`config.mk`:
```
export PLATFORM = sky130hd
export DESIGN_NAME = ud_cnt
export DESIGN_NICKNAME = d
export VERILOG_FILES = /design/src/rtl/ud_cnt.sv
export SDC_FILE = /design/constraint.sdc
export NUM_CORES = 1
export LEC_CHECK = 0
export CAP_MARGIN = 10
export CELL_PAD_IN_SITES_DETAIL_PLACEMENT = 2
export CELL_PAD_IN_SITES_GLOBAL_PLACEMENT = 2
export CORE_UTILIZATION = 22
export DETAILED_ROUTE_END_ITERATION = 10
export PLACE_DENSITY_LB_ADDON = 0.08
export SLEW_MARGIN = 30
export SYNTH_ARGS = -nofsm -noshare
export SYNTH_HDL_FRONTEND = slang
export SYNTH_SLANG_ARGS = --single-unit
```
`constraint.sdc`:
```
create_clock -name clk -period 1.72 [get_ports clk]
set_input_delay 0.172 -clock clk [delete_from_list [all_inputs] [get_ports clk]]
set_output_delay 0.172 -clock clk [all_outputs]
set_load 0.01 [all_outputs]
```
`src/rtl/ud_cnt.sv`:
```
// Up/down counter with parallel load. It either wraps or saturates at its limits.
// tc warns that the next enabled step hits a limit. ovf is a registered pulse
// raised on each step that wrapped or was clipped.
module ud_cnt #(
  parameter int               WIDTH    = 4,
  parameter int               SATURATE = 0,
  parameter logic [WIDTH-1:0] INIT     = '0
) (
  input  logic             clk,
  input  logic             rst_n,
  input  logic             en,
  input  logic             ud,
  input  logic             load,
  input  logic [WIDTH-1:0] d,
  output logic [WIDTH-1:0] q,
  output logic             tc,
  output logic             ovf
);

  localparam logic [WIDTH-1:0] QMAX = '1;
  localparam logic [WIDTH-1:0] QMIN = '0;

  logic             at_max;
  logic             at_min;
  logic [WIDTH-1:0] q_nxt;
  logic             ovf_nxt;

  assign at_max = (q == QMAX);
  assign at_min = (q == QMIN);
  assign tc     = en & ((~ud & at_max) | (ud & at_min));

  // Load outranks counting, so a boundary step under load raises no ovf.
  always_comb begin
    q_nxt   = q;
    ovf_nxt = 1'b0;
    if (load) begin
      q_nxt = d;
    end else if (en) begin
      if (tc) begin
        ovf_nxt = 1'b1;
        if (SATURATE == 0) q_nxt = ud ? QMAX : QMIN;
      end else begin
        q_nxt = ud ? (q - WIDTH'(1)) : (q + WIDTH'(1));
      end
    end
  end

  always_ff @(posedge clk) begin
    if (!rst_n) begin
      q   <= INIT;
      ovf <= 1'b0;
    end else begin
      q   <= q_nxt;
      ovf <= ovf_nxt;
    end
  end

endmodule

```
==> impl_summary.log <==
INFO  metric run_status = complete, no violations
INFO  metric worst-endpoint-arrival = 1480 ps
INFO  metric cp_slowest_cell = sky130_fd_sc_hd__dfxtp_1
INFO  metric setup-violations-final = 0
INFO  metric timing.max_slew.rel_slack = 83.7%
INFO  metric core_area = 1560 um2
INFO  metric die_height = ~44 um
INFO  metric async_set_or_reset_register_ratio_after_synthesis = 0%
INFO  metric cts_hold_buf = 0
INFO  metric timing_worst_slew_pin_value = about 240 ps
INFO  metric power_frac_seq = 30.6%
INFO  metric layout.area.seq = ~100 um2
INFO  metric viasPerCell = 4.84
INFO  metric placed_cells = 81
INFO  metric grt_first_pass_wirelength = around 2200 um
INFO  metric cts_tree = yes
INFO  metric fill_cells = ~180
INFO  metric clock_skew = ~2.9 ps
INFO  metric grt_pass1_vias = 470
INFO  metric mappedNetlistArea = around 380 um2
INFO  metric worst-setup-path-type = flop to output port
INFO  metric footprint_of_the_multi_input_gates = approximately 260 um2
INFO  metric htree_levels = 1
INFO  metric drt_iter0_markers = 0
INFO  metric finalWirelength = 1260 um
INFO  metric rsz0062_at_grt = false
INFO  metric regToRegStartpoint = q[1]$_SDFFE_PN0P_
INFO  metric firstDrtPassIters = 1
INFO  metric syn_inst = 43
INFO  metric endpoint_with_the_worst_hold_slack = q[0]$_SDFFE_PN0P_
INFO  metric path_cells = buf_4 -> and4b_2 -> and2_1 -> o21a_2 -> buf_2
INFO  metric yosysTopAreaCell = sky130_fd_sc_hd__dfxtp_1
INFO  metric placed_cell_area = approximately 600 um2
INFO  metric timing.critical_path.from_type = flop
INFO  metric leakagePower = between 0.2 and 0.3 nW
INFO  metric synth-seq-area-share = approximately a quarter
INFO  metric worst-r2r-cell-count = 6
INFO  metric post-route-cell-area = just over 600 um2
INFO  metric grt_overflow = 0
INFO  metric remaining_antenna_violation_count_after_routing = 0
INFO  metric timing.critical_path.to_type = output port
INFO  metric rows = 14
INFO  metric final_net_count = 82
INFO  metric power_density = 709 nW/um2
INFO  metric layout_worst_path_cycle_share = a little over nine tenths
INFO  metric fmax = 606 MHz
INFO  metric whs_path_depth = 2
INFO  metric worst_vdd_rail_ir_drop = ~0.29 mV
INFO  metric antenna_violations_before_repair = 0
INFO  metric switchingPower = 0.133 mW
INFO  metric critPathRequiredTime = approximately 1600 ps
INFO  metric worst_path_largest_cell_delay = between 300 and 400 ps
INFO  metric timing.max_cap.violations = 0
INFO  metric worstPathMaxFanout = 5
INFO  metric track_usage = between 15 and 20%
INFO  metric drcViolationCount = 0
INFO  metric min-delay-path-class = primary input to flop
INFO  metric cts_made_buffers = 3
INFO  metric flow.area_growth_from_synthesis = 63.4%
INFO  metric cell_internal_pwr = 0.306 mW
INFO  metric syn-num-nets = 55
INFO  metric drive_gt1_share = between 20% and 30%
INFO  metric period_minus_slack = between 1500 and 2000 ps
INFO  metric finalHoldViolCount = 0
INFO  metric placement.io_buffers = 14
INFO  metric number_of_flops_mapped_to_enable_cells_by_yosys = 0
INFO  metric synth-seq-cells = 5
INFO  metric r2r_setup_slack = between 150 and 200 ps
INFO  metric timing_max_transition_violations_final = 0
INFO  metric syn-mean-instance-area = between 8 and 9 um2
INFO  metric die_area = 1890 um2
INFO  metric power_switching_share = between 30% and 40%
INFO  metric wl_per_cell = 14.9 um
INFO  metric clockPowerShare = 32.5%
INFO  metric clock_tree.root_cell = sky130_fd_sc_hd__clkbuf_4
INFO  metric gp_congestion = 0.773
INFO  metric antenna-diode-count = 0
INFO  metric initial_utilization = between 20% and 30%
INFO  metric clock_latency_late_sink = about 240 ps
INFO  metric hold_start = d[0]
INFO  metric count_of_yosys_warnings_during_synthesis = 0
INFO  metric synth.cells.most_frequent = sky130_fd_sc_hd__dfxtp_1 (5), sky130_fd_sc_hd__inv_1 (5), sky130_fd_sc_hd__a21oi_1 (3), sky130_fd_sc_hd__nor2_1 (3), sky130_fd_sc_hd__xnor2_1 (3)
INFO  metric synthDominantCellAreaShare = between 20% and 30%
INFO  metric clkTransAtPathRegs = about 50 ps
INFO  metric cts_resized = 5
INFO  metric routed-via-count = 411
INFO  metric cts_post_setup_buffers_inserted = 0
INFO  metric total_design_power = 0.439 mW
INFO  metric clock_path_buffers = 2
INFO  metric synth.top_cells.by_area = sky130_fd_sc_hd__dfxtp_1 (26%), sky130_fd_sc_hd__xnor2_1 (6.9%), sky130_fd_sc_hd__ha_1 (6.6%)
INFO  metric synth_ff_type = sky130_fd_sc_hd__dfxtp_1
INFO  metric regToRegEndpoint = q[3]$_SDFFE_PN0P_
INFO  metric hpwlAfterDp = around 1100 um
INFO  metric grt_start_max_net_pins = 7
INFO  metric instances_no_fill = 85
INFO  metric io_pins = 15
INFO  metric die_x = between 40 and 50 um
INFO  metric clkSinkCount = 5
INFO  metric synth.distinct_cells = 26
INFO  metric comb_power_share = 37.0%
==> metrics by stage <==
step / TNS, ps / hold slack (ps) / util [%] / setup WS [ps]
after floorplan: 0 / 310 / - / 272
after global placement: -608 / 680 / 38.4 / -366
after detailed placement: -939 / 715 / 38.4 / -383
after CTS: 0 / 535 / 39.7 / 56.0
after global routing: 0 / 550 / 39.7 / 15.7
final: 0 / 538 / 39.7 / 70.2
==> metal layers <==
layer,wire (um),share of wire (%),up-vias,track usage (%)
li1,-,-,208,-
met1,619,49,195,20.4
met2,606,48,8,26.4
met3,37,2.9,0,3.75
met4,0,0,0,3.75
met5,0,0,-,0
==> sequential cells by signal, summed over array words and instances, names as in the netlist <==
signal	cells
q	4
ovf	1
==> critical path, delay by kind of cell (launching register included) <==
kind            cells  cell delay, ps
compound gates      1             220
buf+inv             2             280
flops               1             310
simple gates        2             410
==> layout make-up <==
| cell class | count | share of cell area [%] |
|---|---|---|
| multi-input combinational | 33 | 42.0 |
| timing repair buffer | 22 | 31.3 |
| sequential | 5 | 16.2 |
| clock buffer | 4 | 4.24 |
| tap | 16 | 3.23 |
| inverter | 5 | 3.03 |
==> layout by cell type, fill, tap and decap left out, drive strengths merged, types with 2 or more instances in the layout <==
cell	instances
a21oi	3
buf	9
clkbuf	4
clkdlybuf4s50	12
dfxtp	5
ha	2
inv	5
nand2	2
nor2	3
nor3	2
o21ai	2
xnor2	3
==> power groups by stage <==
stage | combinational [mW] | sequential (mW) | clock (mW)
global placement | 0.157 | 0.136 | 0
finish | 0.162 | 0.134 | 0.143
global route | 0.180 | 0.136 | 0.155
floorplan | 0.0681 | 0.144 | 0
CTS | 0.165 | 0.135 | 0.148
detailed placement | 0.166 | 0.137 | 0
==> cell families (layout without fill, tap and decap cells) <==
group | count (synthesis) | after routing | share of synthesized area (%)
AOI/OAI and AO/OA | 12 | 12 | 23.4
xor gates and xnor gates | 4 | 4 | 9.24
adders and majority gates | 3 | 3 | 11.9
buffers and inverters | 5 | 31 | 4.95
DFF | 5 | 5 | 26.4
and+or+nand+nor | 14 | 14 | 24.1
==> how the worst max path moves through the flow <==
stage	start	to	slack, ps	cells after the start
2_1_floorplan	q[0]$_SDFFE_PN0P_	q[2]$_SDFFE_PN0P_	270	5
3_3_place_gp	ud	tc	-370	5
3_5_place_dp	ud	tc	-380	5
4_1_cts	q[0]$_SDFFE_PN0P_	tc	60	5
5_1_grt	q[1]$_SDFFE_PN0P_	tc	20	5
6_report	q[0]$_SDFFE_PN0P_	tc	70	5
No activity file was read; power rests on OpenSTA's default activity.
